===== src/rtl/upload_pkg.sv =====
// Shared constants for the USB upload path: source lane indices, source IDs and
// the arbiter state encoding.
// Combinational definitions only; no latency or backpressure of its own.
// Ports: none (package).
package upload_pkg;

  localparam int SRC_IDX_UART = 0;
  localparam int SRC_IDX_I2C  = 1;

  localparam logic [7:0] SRC_ID_UART = 8'h01;
  localparam logic [7:0] SRC_ID_I2C  = 8'h02;

  typedef enum logic [1:0] {
    ST_IDLE    = 2'd0,
    ST_GRANT   = 2'd1,
    ST_RELEASE = 2'd2
  } upload_state_t;

endpackage


===== src/rtl/upload_arbiter_rr_pick.sv =====
// Round-robin picker: first set request bit searching upward from last+1, wrapping.
// Latency: purely combinational.
// Backpressure: none; the caller decides when to register the winner.
// Ports:
//   req    in  NUM_SRC  request vector
//   last   in  IDX_W    index of the most recent winner (lowest priority now)
//   winner out IDX_W    selected index (0 when nothing requests)
//   found  out 1        at least one request bit is set
module rr_pick
  import upload_pkg::*;
#(
  parameter  int NUM_SRC = 2,
  localparam int IDX_W   = (NUM_SRC > 1) ? $clog2(NUM_SRC) : 1
) (
  input  logic [NUM_SRC-1:0] req,
  input  logic [IDX_W-1:0]   last,
  output logic [IDX_W-1:0]   winner,
  output logic               found
);

  int cand;

  // Walk candidates from the farthest (last itself) to the nearest (last+1) so
  // the nearest requester overwrites any farther one.
  always_comb begin
    winner = '0;
    found  = 1'b0;
    cand   = 0;
    for (int k = NUM_SRC; k >= 1; k--) begin
      cand = int'(last) + k;
      if (cand >= NUM_SRC) begin
        cand = cand - NUM_SRC;
      end
      for (int i = 0; i < NUM_SRC; i++) begin
        if ((i == cand) && req[i]) begin
          winner = IDX_W'(i);
          found  = 1'b1;
        end
      end
    end
  end

endmodule


===== src/rtl/upload_arbiter.sv =====
// Packet-granular round-robin arbiter sharing the USB upload port among N handlers.
// Latency: 1 cycle request-to-grant, then a zero-latency combinational lane mux.
// Backpressure: up_ready passes straight to the owner's src_ready; others wait with ready low.
// Ports:
//   clk, rst_n                       clock, async active-low reset
//   src_req/src_valid/src_ready      per-source handshake (NUM_SRC bits each)
//   src_data/src_source              per-source byte and source ID, lane i at [8i+7:8i]
//   up_req/up_data/up_source         to command_processor upload_*_in
//   up_valid/up_ready                beat handshake with command_processor
//   grant_idx, busy                  current owner index and port-owned flag
//   timeout_pulse                    one-cycle strobe when an idle owner is forced off
module upload_arbiter
  import upload_pkg::*;
#(
  parameter  int NUM_SRC     = 2,
  parameter  int TIMEOUT_CYC = 4096,
  localparam int IDX_W       = (NUM_SRC > 1) ? $clog2(NUM_SRC) : 1
) (
  input  logic                 clk,
  input  logic                 rst_n,
  input  logic [NUM_SRC-1:0]   src_req,
  input  logic [8*NUM_SRC-1:0] src_data,
  input  logic [8*NUM_SRC-1:0] src_source,
  input  logic [NUM_SRC-1:0]   src_valid,
  output logic [NUM_SRC-1:0]   src_ready,
  output logic                 up_req,
  output logic [7:0]           up_data,
  output logic [7:0]           up_source,
  output logic                 up_valid,
  input  logic                 up_ready,
  output logic [IDX_W-1:0]     grant_idx,
  output logic                 busy,
  output logic                 timeout_pulse
);

  localparam int               TMR_W    = (TIMEOUT_CYC > 1) ? $clog2(TIMEOUT_CYC) : 1;
  localparam logic [TMR_W-1:0] TMR_LAST = TMR_W'(TIMEOUT_CYC - 1);
  localparam logic [TMR_W-1:0] TMR_MAX  = '1;
  localparam logic [IDX_W-1:0] RR_RST   = IDX_W'(NUM_SRC - 1);

  upload_state_t    state, state_nxt;
  logic [IDX_W-1:0] rr_ptr, rr_ptr_nxt;
  logic [IDX_W-1:0] grant_nxt;
  logic             busy_nxt;
  logic [TMR_W-1:0] timer, timer_nxt;

  logic [IDX_W-1:0] pick_idx;
  logic             pick_found;

  logic             lane_req;
  logic             lane_valid;
  logic [7:0]       lane_data;
  logic [7:0]       lane_source;
  logic             xfer;

  rr_pick #(
    .NUM_SRC (NUM_SRC)
  ) u_rr_pick (
    .req    (src_req),
    .last   (rr_ptr),
    .winner (pick_idx),
    .found  (pick_found)
  );

  always_ff @(posedge clk or negedge rst_n) begin
    if (!rst_n) begin
      state     <= ST_IDLE;
      rr_ptr    <= RR_RST;
      grant_idx <= '0;
      busy      <= 1'b0;
      timer     <= '0;
    end else begin
      state     <= state_nxt;
      rr_ptr    <= rr_ptr_nxt;
      grant_idx <= grant_nxt;
      busy      <= busy_nxt;
      timer     <= timer_nxt;
    end
  end

  // Granted-lane select, independent of state; only used while granted.
  always_comb begin
    lane_req    = 1'b0;
    lane_valid  = 1'b0;
    lane_data   = '0;
    lane_source = '0;
    for (int i = 0; i < NUM_SRC; i++) begin
      if (i == int'(grant_idx)) begin
        lane_req    = src_req[i];
        lane_valid  = src_valid[i];
        lane_data   = src_data[8*i +: 8];
        lane_source = src_source[8*i +: 8];
      end
    end
  end

  always_comb begin
    state_nxt     = state;
    rr_ptr_nxt    = rr_ptr;
    grant_nxt     = grant_idx;
    busy_nxt      = busy;
    timer_nxt     = timer;
    up_req        = 1'b0;
    up_data       = '0;
    up_source     = '0;
    up_valid      = 1'b0;
    src_ready     = '0;
    timeout_pulse = 1'b0;
    xfer          = 1'b0;

    case (state)
      ST_IDLE: begin
        if (pick_found) begin
          grant_nxt  = pick_idx;
          rr_ptr_nxt = pick_idx;
          busy_nxt   = 1'b1;
          timer_nxt  = '0;
          state_nxt  = ST_GRANT;
        end
      end

      ST_GRANT: begin
        up_req    = lane_req;
        up_data   = lane_data;
        up_source = lane_source;
        // A trailing valid after req has dropped belongs to no packet.
        up_valid  = lane_valid & lane_req;
        for (int i = 0; i < NUM_SRC; i++) begin
          src_ready[i] = (i == int'(grant_idx)) & up_ready;
        end
        xfer = up_valid & up_ready;

        if (!lane_req) begin
          state_nxt = ST_RELEASE;
        end else if (xfer) begin
          timer_nxt = '0;
        end else if (timer == TMR_LAST) begin
          timeout_pulse = 1'b1;
          state_nxt     = ST_RELEASE;
        end else if (timer != TMR_MAX) begin
          timer_nxt = timer + TMR_W'(1);
        end
      end

      ST_RELEASE: begin
        // One dead cycle so command_processor always sees up_req low between packets.
        busy_nxt  = 1'b0;
        state_nxt = ST_IDLE;
      end

      default: begin
        busy_nxt  = 1'b0;
        state_nxt = ST_IDLE;
      end
    endcase
  end

endmodule


===== config.mk =====
export PLATFORM = sky130hd
export DESIGN_NAME = upload_arbiter
export DESIGN_NICKNAME = d
export VERILOG_FILES = /design/src/rtl/upload_pkg.sv /design/src/rtl/upload_arbiter_rr_pick.sv /design/src/rtl/upload_arbiter.sv
export SDC_FILE = /design/constraint.sdc
export NUM_CORES = 1
export LEC_CHECK = 0
export ABC_AREA = 1
export CORE_UTILIZATION = 37
export CTS_CLUSTER_SIZE = 24
export DETAILED_ROUTE_END_ITERATION = 8
export PLACE_DENSITY = 0.72
export SYNTH_ARGS = -nofsm -noshare
export SYNTH_HDL_FRONTEND = slang
export SYNTH_HIERARCHICAL = 1
export SYNTH_SLANG_ARGS = --single-unit

===== constraint.sdc =====
create_clock -name clk -period 3.7 [get_ports clk]
set_input_delay 0.74 -clock clk [delete_from_list [all_inputs] [get_ports clk]]
set_output_delay 0.74 -clock clk [all_outputs]
set_load 0.005 [all_outputs]

==> results_tabular.tex, run 1 <==
\begin{tabular}{lr}
\hline
Metric & Value \\
\hline
\multicolumn{2}{l}{\textbf{Global route}} \\
\quad Initial antenna violation count & 0 \\
\quad Total routing usage reported by global routing & between 20\% and 30\% \\
\quad Vias in the first global route & between 1500 and 2000 \\
\quad Overflow left after global routing & 0 \\
\quad Wire length of the first global-routing pass & 7.33 mm \\
\quad Pin count of the biggest net entering global routing & 19 \\
\multicolumn{2}{l}{\textbf{Power}} \\
\quad Worst vdd rail ir drop & 298 uV \\
\quad Total power divided by cell area & between 500 and 600 mW/mm\^{}2 \\
\quad Power consumption & about 1.1 mW \\
\quad Leakage power & 0.893 nW \\
\multicolumn{2}{l}{\textbf{Drt}} \\
\quad Via count normalized by instance count & between 4 and 5 \\
\quad Remaining routing DRC violations & 0 \\
\quad Drt initial violations & 132 \\
\quad Routed WL per cell & between 10 and 15 microns \\
\quad First drt pass iteration count & 4 \\
\quad Detailed Route WL & about 4.3 mm \\
\quad Number of nets with antenna violations after routing & 0 \\
\quad Count of vias placed by the detailed router & 1599 \\
\multicolumn{2}{l}{\textbf{Die}} \\
\quad Area of the die & 0.00401 sq mm \\
\quad Initial core utilization & 40.1\% \\
\quad Total core area & approximately 0.0035 sq mm \\
\quad Row count & 21 \\
\quad Height of the die & 63.3 microns \\
\quad Die width & $\sim$63 microns \\
\quad Top-level I/O count & 62 \\
\multicolumn{2}{l}{\textbf{STA}} \\
\quad Final-report hold violation count & 0 \\
\quad Setup repair after global routing missed its margin & false \\
\quad Number of max-slew violations in the final report & 0 \\
\quad Final worst path period need & between 3 and 4 ns \\
\quad Layout Skew & approximately 0.0027 ns \\
\quad Actual transition at the worst max-transition pin & $\sim$0.8 ns \\
\quad Post-route setup slack & between 0.5 and 0.6 ns \\
\quad Relative max-transition margin & 47.4\% \\
\quad Setup violations, final & 0 \\
\quad Fmax & 318 MHz \\
\quad Share of the clock period used by the worst path & 85.1\% \\
\quad TNS Setup & 0 ns \\
\quad Worst hold slack after final layout & a little under 0.5 ns \\
\multicolumn{2}{l}{\textbf{Clock tree}} \\
\quad Total clock buffers created by CTS & 3 \\
\quad CTS tree & yes \\
\quad Clock Path Buffers & 2 \\
\quad Source-to-sink clock delay at the later pin of the worst-skew pair & 0.26 ns \\
\quad Level count of the clock H-tree & 1 \\
\quad Number of buffers inserted by hold repair at cts & 0 \\
\quad Post-CTS clock slew at the launch and capture registers of the worst setup and hold paths & around 0.070 ns \\
\quad Setup bufs post-CTS & 0 \\
\quad Clock root buffer & clkbuf\_8 \\
\quad \# clock sinks & 17 \\
\quad Resize count post-CTS & 0 \\
\multicolumn{2}{l}{\textbf{Final layout}} \\
\quad Post-Layout Cell Count & about 320 \\
\quad Fillcell total & 350 \\
\quad Area Overhead vs Synth & 49.1\% \\
\quad Fraction of final layout cells with drive strength greater than 1 & 9.03\% \\
\quad Count of antenna diodes in the layout & 0 \\
\quad Final design instance area without fill & slightly above 0.002 sq mm \\
\quad Final-stage net count & between 300 and 400 \\
\quad Final standard cell utilization of the core & about 60\% \\
\multicolumn{2}{l}{\textbf{Worst setup path}} \\
\quad Slowest cell on crit path & clkdlybuf4s50\_1 \\
\quad Stage delay of the slowest cell on the critical path & between 0.5 and 0.6 ns \\
\quad Kind of critical path & primary input to output pin \\
\quad Number of buffer and inverter stages on the critical path & 2 \\
\quad Worst-path fanout max & 8 \\
\quad Crit path cell chain & clkdlybuf4s50\_1 -> nand2\_2 -> nand2\_2 -> nand3\_1 -> nand4\_1 -> nor2\_1 -> clkdlybuf4s50\_1 \\
\quad Worst path arrival time & around 2.4 ns \\
\quad Worst endpoint required time & roughly 3 ns \\
\quad Critical path capture point type & output pin \\
\quad Critical path launch point type & primary input \\
\quad First element of the critical path & src\_req[1] \\
\quad Cell type group with the largest total delay on the critical path & buffers and inverters \\
\quad Crit Reg-Reg Startpoint & state[1] \\
\multicolumn{2}{l}{\textbf{Place}} \\
\quad Count of port buffers added during placement & 61 \\
\quad Placed Instance Area & between 0.002 and 0.0025 sq mm \\
\quad Placed wire-length estimate & 3.39 mm \\
\quad Placer Congestion & between 0.9 and 1 \\
\quad Dpl cells & around 320 \\
\quad Pre-CTS WS & around 0.56 ns \\
\multicolumn{2}{l}{\textbf{Logic synthesis}} \\
\quad Post-synth top flop & dfrtp\_1 \\
\quad Sequential-to-total area share from yosys stat & between 30 and 40\% \\
\quad Avg Inst Size Synth & 6.38 sq um \\
\quad Number of flops mapped to enable cells by yosys & 0 \\
\quad Synth Net Count & around 260 \\
\quad Count of different cell masters after synthesis & 28 \\
\quad Async set-reset flop share out of synthesis & between 90\% and 100\% \\
\quad Post-synthesis register bit count & 17 \\
\quad Warnings, synthesis & 6 \\
\quad Gate count of the mapped netlist & 218 \\
\quad Netlist area before placement & 0.00139 sq mm \\
\multicolumn{2}{l}{\textbf{Worst hold path}} \\
\quad Type of the worst min-delay path & flip-flop to flip-flop \\
\quad Launch instance of the worst min-delay path & rr\_ptr \\
\multicolumn{2}{l}{\textbf{Status}} \\
\quad Outcome & completed \\
\multicolumn{2}{l}{\textbf{Job}} \\
\quad Max-cap check violation count & 0 \\
\hline
\end{tabular}
[logic make-up (layout without fill, tap and decap cells)]
family	Yosys count	in the layout	share of synthesized area, %
adder cells (fa/ha/maj)	1	1	0.899
flip-flops	17	17	30.7
AND/OR/NAND/NOR	143	143	47.8
buffers and inverters	27	86	8.72
AO/OA/AOI/OAI	29	29	11.3
XOR/XNOR	1	1	0.630
[state kept, by name (all words and copies together), names as in the netlist]
| signal | count |
|---|---|
| rr_ptr | 1 |
| busy | 1 |
| grant_idx | 1 |
| state | 2 |
| timer | 12 |
[layer usage]
layer	wire length [microns]	part of all wire [%]	global-route usage, %	vias up
li1	-	-	-	831
met4	100	2.3	6.25	0
met5	0	0	0	-
met1	1950	45	29.0	731
met2	2180	50	40.4	27
met3	109	2.5	3.08	10
[cells in the final DEF (no fill, tap or decap), drive strengths merged]
cell type,synthesis,layout
a21o,2,2
a21oi,19,19
buf,5,3
clkbuf,4,3
clkdlybuf4s50,0,61
clkinv,0,1
dfrtp,16,16
dfstp,1,1
ha,1,1
inv,18,18
nand2,82,82
nand3,22,22
nand4,12,12
nor2,23,23
nor3,3,3
o21ai,8,8
or2,1,1
xnor2,1,1
[Yosys cell counts (2+ instances only)]
cell      instances  share of area [%]
inv_2             2               0.54
nor2_4            2                1.6
o21ai_2           2                1.3
clkbuf_1          4                1.1
dfrtp_1          16                 29
nand4_1          11                4.9
nor3_1            3                1.1
a21o_1            2                1.1
nor2_1           20                5.4
nand2_1          75                 20
inv_1            16                4.3
nand3_1          20                7.2
o21ai_0           6                2.2
nand2_2           6                2.7
a21oi_1          19                6.8
buf_6             2                1.6
[worst min-delay path, cell delays in order, from the launching register on]
cell,delay [ns]
dfstp_2,0.38
nand2_1,0.06
nand2_1,0.05
[worst paths after layout]
kind / end / slack (ns) / depth (start not counted)
max: timeout_pulse / 0.55 / 7
min: rr_ptr / 0.49 / 2
max reg2reg: timer[0] / 1.50 / 8
min reg2reg: rr_ptr / 0.49 / 2
max in group asynchronous: state[0] / 2.27 / 1
min in group asynchronous: timer[2] / 0.94 / 1
[layout make-up]
cell class                      count  area (sq um)  area share [%]
Multi-Input combinational cell    174           843            40.7
Timing Repair Buffer               64           633            30.5
Sequential cell                    17           427            20.6
Inverter                           18          67.6            3.26
Tap cell                           46          57.6            2.77
Clock buffer                        3          41.3            1.99
Clock inverter                      1          5.00           0.241
[power by group]
part	internal (mW)	total, mW	switching (mW)
clock network	0.0749	0.143	0.0680
logic	0.308	0.692	0.384
registers	0.226	0.273	0.0468
total	0.609	1.11	0.499
(Power assumes the default switching activity.)
==> inputs of run 2 (changes only) <==
PLACE_DENSITY = 0.74   (was 0.72)
SYNTH_HIERARCHICAL = unset   (was 1)
==> run 2 against run 1 <==
Compared with the run above: combinational power shrank 4.3%; first-iteration DRC count down 73%; total power decreased by 8.5%; sequential cell count did not move; non-clock buffer count shrank 1; critical endpoint unchanged.
==> results_tabular.tex, run 2 <==
\begin{tabular}{lr}
\hline
Metric & Value \\
\hline
\multicolumn{2}{l}{\textbf{Status}} \\
\quad Outcome & completed \\
\multicolumn{2}{l}{\textbf{Logic synthesis}} \\
\quad Warnings, synthesis & 0 (-6) \\
\quad Gate count of the mapped netlist & 196 (-10\%) \\
\quad Count of different cell masters after synthesis & 24 (-14\%) \\
\quad Avg Inst Size Synth & 6.49 sq um (+1.6\%) \\
\quad Synth Net Count & 236 (-8.5\%) \\
\quad Post-synthesis cell type with the largest combined area & dfrtp\_1 \\
\quad Cell with the most instances after synthesis & nand2\_1 \\
\quad Share of Yosys cell area claimed by the top area cell type & 31.5\% (+2.7 points) \\
\quad Post-synth top cells & nand2\_1, nand3\_1, a21oi\_1, inv\_1, dfrtp\_1 \\
\quad Post-synthesis register bit count & 17 (unchanged) \\
\quad Async set-reset flop share out of synthesis & 100\% (unchanged) \\
\quad Sequential-to-total area share from yosys stat & 33.6\% (+2.9 points) \\
\quad Top post-synthesis cells by area & dfrtp\_1, nand2\_1, nand3\_1 \\
\quad Number of flops mapped to enable cells by yosys & 0 (unchanged) \\
\quad Post-synth top flop & dfrtp\_1 \\
\quad Netlist area before placement & 0.00127 sq mm (-8.6\%) \\
\multicolumn{2}{l}{\textbf{STA}} \\
\quad Layout Skew & 0.00663 ns (+0.00392 ns) \\
\quad Final-report hold violation count & 0 (unchanged) \\
\quad Setup repair after global routing missed its margin & false \\
\quad Share of the clock period used by the worst path & 82.9\% (-2.3 points) \\
\quad TNS Setup & 0 ns (unchanged) \\
\quad Relative max-transition margin & 49.2\% (+1.9 points) \\
\quad Setup violations, final & 0 (unchanged) \\
\quad Final worst path period need & 3.07 ns (-0.0838 ns) \\
\quad Fmax & 326 MHz (+2.7\%) \\
\quad Actual transition at the worst max-transition pin & 0.761 ns (-0.0267 ns) \\
\quad Number of max-slew violations in the final report & 0 (unchanged) \\
\multicolumn{2}{l}{\textbf{Drt}} \\
\quad Remaining routing DRC violations & 0 (unchanged) \\
\quad First drt pass iteration count & 4 (unchanged) \\
\quad Via count normalized by instance count & 4.54 (-8.4\%) \\
\quad Number of nets with antenna violations after routing & 0 (unchanged) \\
\quad Detailed Route WL & 3.56 mm (-18\%) \\
\quad Count of vias placed by the detailed router & 1356 (-15\%) \\
\quad Drt initial violations & 36 (-73\%) \\
\quad Routed WL per cell & 11.9 microns (-11\%) \\
\multicolumn{2}{l}{\textbf{Final layout}} \\
\quad Fillcell total & 312 (-11\%) \\
\quad Area Overhead vs Synth & 51.8\% \\
\quad Post-Layout Cell Count & 299 (-7.4\%) \\
\quad Register bank with the most flops & timer \\
\quad Fraction of final layout cells with drive strength greater than 1 & 5.49\% (-3.5 points) \\
\quad Count of antenna diodes in the layout & 0 (unchanged) \\
\quad Top flop regs & timer (12), state (2) \\
\quad Commonest non-fill, non-tap cell in the layout & nand2\_1 \\
\quad Final-stage net count & 296 (-6.9\%) \\
\quad Flip-flop count of the largest register, all copies and words added & 12 (unchanged) \\
\quad Highest-count cells in the layout ignoring fill and taps & nand2\_1, clkdlybuf4s50\_1, nand3\_1, inv\_1, a21oi\_1 \\
\multicolumn{2}{l}{\textbf{Power}} \\
\quad Leakage power & 0.878 nW (-1.7\%) \\
\quad Worst vdd rail ir drop & 312 uV (+5.0\%) \\
\quad Total power divided by cell area & 525 mW/mm\^{}2 (-1.6\%) \\
\multicolumn{2}{l}{\textbf{Worst setup path}} \\
\quad Number of buffer and inverter stages on the critical path & 4 (+2) \\
\quad Kind of critical path & primary input to output pin \\
\quad Cell type group with the largest total delay on the critical path & buffers and inverters \\
\quad Slowest cell on crit path & clkdlybuf4s50\_1 \\
\quad Number of cell instances on the worst register-to-register path & 9 (+1) \\
\quad Worst endpoint required time & 2.96 ns (about the same) \\
\quad Worst-path fanout max & 4 (-4) \\
\quad Stage delay of the slowest cell on the critical path & 0.53 ns (+0.02 ns) \\
\quad Critical path launch point type & primary input \\
\quad Worst reg-to-reg setup slack & 1.98 ns (+0.48 ns) \\
\quad Critical path capture point type & output pin \\
\quad WP depth & 6 (-1) \\
\quad Worst path arrival time & 2.33 ns (-0.08 ns) \\
\quad Crit path cell chain & clkdlybuf4s50\_1 -> inv\_1 -> o21ai\_2 -> inv\_1 -> nor3\_1 -> clkdlybuf4s50\_1 \\
\quad First element of the critical path & src\_req[0] \\
\quad Critical R2R Capture & timer[4] \\
\quad Critical Path End & timeout\_pulse \\
\quad Crit Reg-Reg Startpoint & grant\_idx \\
\multicolumn{2}{l}{\textbf{Die}} \\
\quad Top-level I/O count & 62 (unchanged) \\
\quad Initial core utilization & 40.3\% (+0.20 points) \\
\quad Area of the die & 0.00367 sq mm (-8.4\%) \\
\quad Row count & 20 (-4.8\%) \\
\quad Die width & 60.6 microns (-4.3\%) \\
\quad Height of the die & 60.6 microns (-4.3\%) \\
\quad Total core area & 0.00315 sq mm (-9.1\%) \\
\multicolumn{2}{l}{\textbf{Clock tree}} \\
\quad Resize count post-CTS & 0 (unchanged) \\
\quad Source-to-sink clock delay at the later pin of the worst-skew pair & 0.30 ns (+0.04 ns) \\
\quad Total clock buffers created by CTS & 3 (unchanged) \\
\quad Level count of the clock H-tree & 1 (unchanged) \\
\quad CTS tree & yes \\
\quad Clock root buffer & clkbuf\_4 \\
\quad \# clock sinks & 17 (unchanged) \\
\quad Clock Path Buffers & 2 (unchanged) \\
\quad Post-CTS clock slew at the launch and capture registers of the worst setup and hold paths & 0.09 ns (+0.02 ns) \\
\quad Setup bufs post-CTS & 0 (unchanged) \\
\quad Number of buffers inserted by hold repair at cts & 0 (unchanged) \\
\multicolumn{2}{l}{\textbf{Global route}} \\
\quad Initial antenna violation count & 0 (unchanged) \\
\quad Vias in the first global route & 1122 (-26\%) \\
\quad Total routing usage reported by global routing & 19.7\% (-3.3 points) \\
\quad Overflow left after global routing & 0 (unchanged) \\
\quad Wire length of the first global-routing pass & 5.42 mm (-26\%) \\
\quad Pin count of the biggest net entering global routing & 25 (+6) \\
\multicolumn{2}{l}{\textbf{Worst hold path}} \\
\quad Type of the worst min-delay path & flip-flop to flip-flop \\
\multicolumn{2}{l}{\textbf{Place}} \\
\quad Placer Congestion & 0.823 (-8.9\%) \\
\quad Placed wire-length estimate & 2.79 mm (-18\%) \\
\quad Count of port buffers added during placement & 61 (unchanged) \\
\quad Dpl cells & 295 (-7.5\%) \\
\multicolumn{2}{l}{\textbf{Job}} \\
\quad Max-cap check violation count & 0 (unchanged) \\
\hline
\end{tabular}
run 2: cell types whose count changed after synthesis, moves of 4 or more:
cell     change
xor2_1       +6
nand2_1      -7
nand4_1      -8
nand2_2      -4
nor2_1       -6
nand3_1      +4
run 2: worst reg2reg max path, delay by kind of cell (launching register included):
| kind | cells | cell delay [ns] |
|---|---|---|
| simple gates | 8 | 0.95 |
| flops | 1 | 0.45 |
| buf+inv | 1 | 0.28 |
run 2: worst min path at each step:
stage | startpoint | end | slack [ns] | cells after the start
2_1_floorplan | rst_n | busy | 0.44 | 0
3_3_place_gp | rr_ptr | rr_ptr | 0.49 | 2
3_5_place_dp | state[1] | busy | 0.50 | 1
4_1_cts | state[1] | busy | 0.52 | 1
5_1_grt | rr_ptr | rr_ptr | 0.54 | 2
6_report | state[1] | busy | 0.51 | 1
run 2: layout make-up:
| type | instances | area (sq um) | share of cell area, % |
|---|---|---|---|
| well taps | 44 | 55.1 | 2.85 |
| inverters | 19 | 71.3 | 3.70 |
| flip-flops and latches | 17 | 427 | 22.1 |
| multi-input cells | 152 | 724 | 37.5 |
| clock buffers | 4 | 26.3 | 1.36 |
| repair buffers | 63 | 626 | 32.4 |
run 2: power by group:
part           switching (mW)  total [mW]  internal [mW]
Sequential             0.0257       0.251          0.226
Combinational           0.365       0.662          0.298
Clock                  0.0577      0.0998         0.0421
run 2: cell families after synthesis:
family	after synthesis	synth area share (%)
AND/OR/NAND/NOR	121	41.9
buffers and inverters	27	9.45
AO/OA/AOI/OAI	24	9.94
flip-flops	17	33.6
XOR/XNOR	6	4.13
adder cells (fa/ha/maj)	1	0.984
run 2: routing by layer:
layer	up-vias	wire [microns]	share of wire, %	global-route usage [%]
met5	-	0	0	0
met4	0	17	0.48	3.90
met3	3	95	2.7	4.48
met2	17	1750	49	29.4
met1	589	1690	48	29.3
li1	747	-	-	-
run 2: through the flow:
stage	utilization, %	area, sq um	worst slack, ns	power, mW	hold slack (ns)
after floorplan	-	1270	1.71	0.632	0.444
after global placement	60.4	1900	0.664	0.925	0.492
after detailed placement	60.4	1900	0.634	0.928	0.505
after CTS	61.2	1930	0.632	1.03	0.519
after global routing	61.2	1930	0.535	1.11	0.537
final	61.2	1930	0.634	1.01	0.514
==> inputs of run 3 (changes only) <==
CORE_UTILIZATION = 36   (was 37)
PLACE_DENSITY = 0.75   (was 0.74)
clock period = 2.5 ns   (was 3.7 ns; I/O delays follow)
==> run 3 against run 2 <==
Compared with the run above: critical path depth is 1 lower; die area up 2.7%; via count grew 10%; final area is 7.7% higher; largest power group unchanged; highest routed layer unchanged.
==> results_tabular.tex, run 3 (synthesis gave the netlist of run 2 again) <==
\begin{tabular}{lr}
\hline
Metric & Value \\
\hline
\multicolumn{2}{l}{\textbf{Worst setup path}} \\
\quad Critical path launch point type & flip-flop \\
\quad Worst endpoint required time & 2.00 ns (-0.96 ns) \\
\quad Worst reg-to-reg setup slack & 0.76 ns (-1.22 ns) \\
\quad Crit Reg-Reg Startpoint & timer[0] \\
\quad Critical path capture point type & output pin \\
\quad Critical R2R Capture & timer[4] \\
\quad Worst-path fanout max & 11 (+7) \\
\quad Worst path arrival time & 1.87 ns (-0.46 ns) \\
\quad Kind of critical path & flip-flop to output pin \\
\quad Number of cell instances on the worst register-to-register path & 11 (+2) \\
\multicolumn{2}{l}{\textbf{Final layout}} \\
\quad Final-stage net count & 313 (+5.7\%) \\
\quad Count of antenna diodes in the layout & 0 (unchanged) \\
\quad Top flop regs & timer (12), state (2) \\
\quad Post-Layout Cell Count & 318 (+6.4\%) \\
\quad Fillcell total & 321 (+2.9\%) \\
\quad Area of the multi-input gates & 737 sq um (+1.7\%) \\
\quad Area Overhead vs Synth & 63.5\% \\
\quad Commonest non-fill, non-tap cell in the layout & nand2\_1 \\
\quad Flip-flop count of the largest register, all copies and words added & 12 (unchanged) \\
\quad Final standard cell utilization of the core & 61.8\% (+0.60 points) \\
\quad FF+latch area & 428 sq um (+0.29\%) \\
\quad Highest-count cells in the layout ignoring fill and taps & nand2\_1, clkdlybuf4s50\_1, nand3\_1, a21oi\_1, buf\_4 \\
\quad Fraction of final layout cells with drive strength greater than 1 & 13.2\% (+7.7 points) \\
\quad Register bank with the most flops & timer \\
\multicolumn{2}{l}{\textbf{Global route}} \\
\quad Vias in the first global route & 1180 (+5.2\%) \\
\quad Overflow left after global routing & 0 (unchanged) \\
\quad Total routing usage reported by global routing & 19.5\% (-0.21 points) \\
\quad Wire length of the first global-routing pass & 5.31 mm (-1.9\%) \\
\quad Initial antenna violation count & 0 (unchanged) \\
\quad Pin count of the biggest net entering global routing & 23 (-8.0\%) \\
\multicolumn{2}{l}{\textbf{Clock tree}} \\
\quad CTS tree & yes \\
\quad \# clock sinks & 17 (unchanged) \\
\quad Post-CTS clock slew at the launch and capture registers of the worst setup and hold paths & 0.09 ns (about the same) \\
\quad Level count of the clock H-tree & 1 (unchanged) \\
\quad Number of buffers inserted by hold repair at cts & 0 (unchanged) \\
\quad Total clock buffers created by CTS & 3 (unchanged) \\
\quad Clock root buffer & clkbuf\_4 \\
\quad Source-to-sink clock delay at the later pin of the worst-skew pair & 0.29 ns (about the same) \\
\quad Clock Path Buffers & 2 (unchanged) \\
\multicolumn{2}{l}{\textbf{STA}} \\
\quad Number of max-slew violations in the final report & 0 (unchanged) \\
\quad Worst hold slack after final layout & 0.508 ns (-0.00545 ns) \\
\quad Layout Skew & 0.00425 ns (-0.00238 ns) \\
\quad Relative max-transition margin & 52.1\% (+2.9 points) \\
\quad Setup violations, final & 0 (unchanged) \\
\quad Actual transition at the worst max-transition pin & 0.716 ns (-0.0447 ns) \\
\quad Share of the clock period used by the worst path & around 95\% \\
\quad Final worst path period need & around 2.4 ns \\
\quad Post-route setup slack & 0.135 ns (-0.499 ns) \\
\quad Fmax & 423 MHz \\
\quad Final-report hold violation count & 0 (unchanged) \\
\multicolumn{2}{l}{\textbf{Die}} \\
\quad Area of the die & 0.00377 sq mm (+2.7\%) \\
\quad Initial core utilization & 37.8\% (-2.5 points) \\
\quad Die width & 61.4 microns (+1.3\%) \\
\quad Height of the die & 61.4 microns (+1.3\%) \\
\quad Row count & 21 (+5.0\%) \\
\quad Total core area & 0.00336 sq mm (+6.7\%) \\
\quad Top-level I/O count & 62 (unchanged) \\
\multicolumn{2}{l}{\textbf{Worst hold path}} \\
\quad Hold path depth & 2 (+1) \\
\quad Hold EP & rr\_ptr \\
\quad Type of the worst min-delay path & flip-flop to flip-flop \\
\quad Launch instance of the worst min-delay path & rr\_ptr \\
\multicolumn{2}{l}{\textbf{Drt}} \\
\quad Length of routed met2 wiring & 1.87 mm (+6.4\%) \\
\quad Count of vias placed by the detailed router & 1491 (+10\%) \\
\quad First drt pass iteration count & 4 (unchanged) \\
\quad Top routing layer used & met4 \\
\quad Remaining routing DRC violations & 0 (unchanged) \\
\quad Routed WL per cell & 11.8 microns (-0.90\%) \\
\quad Met3 Routed Length & 132 microns (+39\%) \\
\quad Detailed Route WL & 3.75 mm (+5.4\%) \\
\quad Wire length the detailed router placed on met1 & 1.68 mm (-0.89\%) \\
\quad Via count normalized by instance count & 4.69 (+3.4\%) \\
\quad Number of nets with antenna violations after routing & 0 (unchanged) \\
\quad Drt initial violations & 48 (+33\%) \\
\multicolumn{2}{l}{\textbf{Place}} \\
\quad Count of port buffers added during placement & 61 (unchanged) \\
\quad Pre-CTS WS & -0.0302 ns (-0.664 ns) \\
\quad Placed wire-length estimate & 2.79 mm (about the same) \\
\quad Dpl cells & 307 (+4.1\%) \\
\quad Placer Congestion & 0.846 (+2.8\%) \\
\multicolumn{2}{l}{\textbf{Job}} \\
\quad Max-cap check violation count & 0 (unchanged) \\
\multicolumn{2}{l}{\textbf{Power}} \\
\quad Leakage power & 0.972 nW (+11\%) \\
\quad Power consumption & 1.70 mW (+68\%) \\
\quad Total power divided by cell area & 818 mW/mm\^{}2 (+56\%) \\
\quad Worst vdd rail ir drop & 442 uV (+41\%) \\
\multicolumn{2}{l}{\textbf{Status}} \\
\quad Outcome & completed \\
\hline
\end{tabular}
[run 3: cell count changes in the layout (fill, tap and decap cells not counted), moves of 2 or more]
cell / previous run / this run
buf_4: 2 / 18
clkdlybuf4s50_1: 61 / 59
clkinvlp_4: 0 / 2
nor2_1: 14 / 11
nor2_2: 0 / 2
[run 3: worst max-delay path by stage]
stage	cells past startpoint	start	slack, ns	end
after floorplan	7	timer[0]	0.83	timeout_pulse
after global placement	8	src_req[0]	-0.008	timeout_pulse
after detailed placement	8	src_req[0]	-0.03	timeout_pulse
after CTS	4	state[1]	0.002	src_ready[1]
after global routing	6	state[0]	-0.01	src_ready[1]
final	5	state[1]	0.13	src_ready[0]
[run 3: area by class of cell]
class	instances	share of cell area [%]
timing repair buffer	79	35.9
multi-input combinational	152	35.5
sequential	17	20.6
inverter	19	3.61
tap	46	2.77
clock buffer	4	1.26
timing repair inverter	1	0.361
[run 3: per-stage QoR]
stage	area, sq um	TNS [ns]
3_5_place_dp	1980	-0.0302
3_3_place_gp	1980	-0.00773
5_1_grt	2080	-0.0106
6_report	2080	0
2_1_floorplan	1270	0
4_1_cts	2010	0
[run 3: per-layer routing]
layer	track usage, %	vias to the layer above
met5	0	-
met1	26.7	669
met2	30.4	31
li1	-	782
met4	6.67	0
met3	4.41	9
[run 3: power by group]
group	internal [mW]	leakage, nW	switching (mW)
clock	0.0622	0.0150	0.0827
sequential	0.336	0.224	0.0471
combinational	0.575	0.734	0.596
[run 3: critical path, stage by stage (launching register included)]
cell	delay [ns]
dfrtp_1	0.43
nor2_4	0.18
clkinvlp_4	0.10
buf_4	0.18
nor3_1	0.14
clkdlybuf4s50_1	0.54
[run 3: repair_timing]
| item | 4_1_cts | 5_1_grt |
|---|---|---|
| pin swaps | 0 | 1 |
| gates cloned | 0 | 1 |
| endpoints found under the setup margin | 10 | 21 |
| setup buffers | 0 | 6 |
| resized for setup | 3 | 6 |
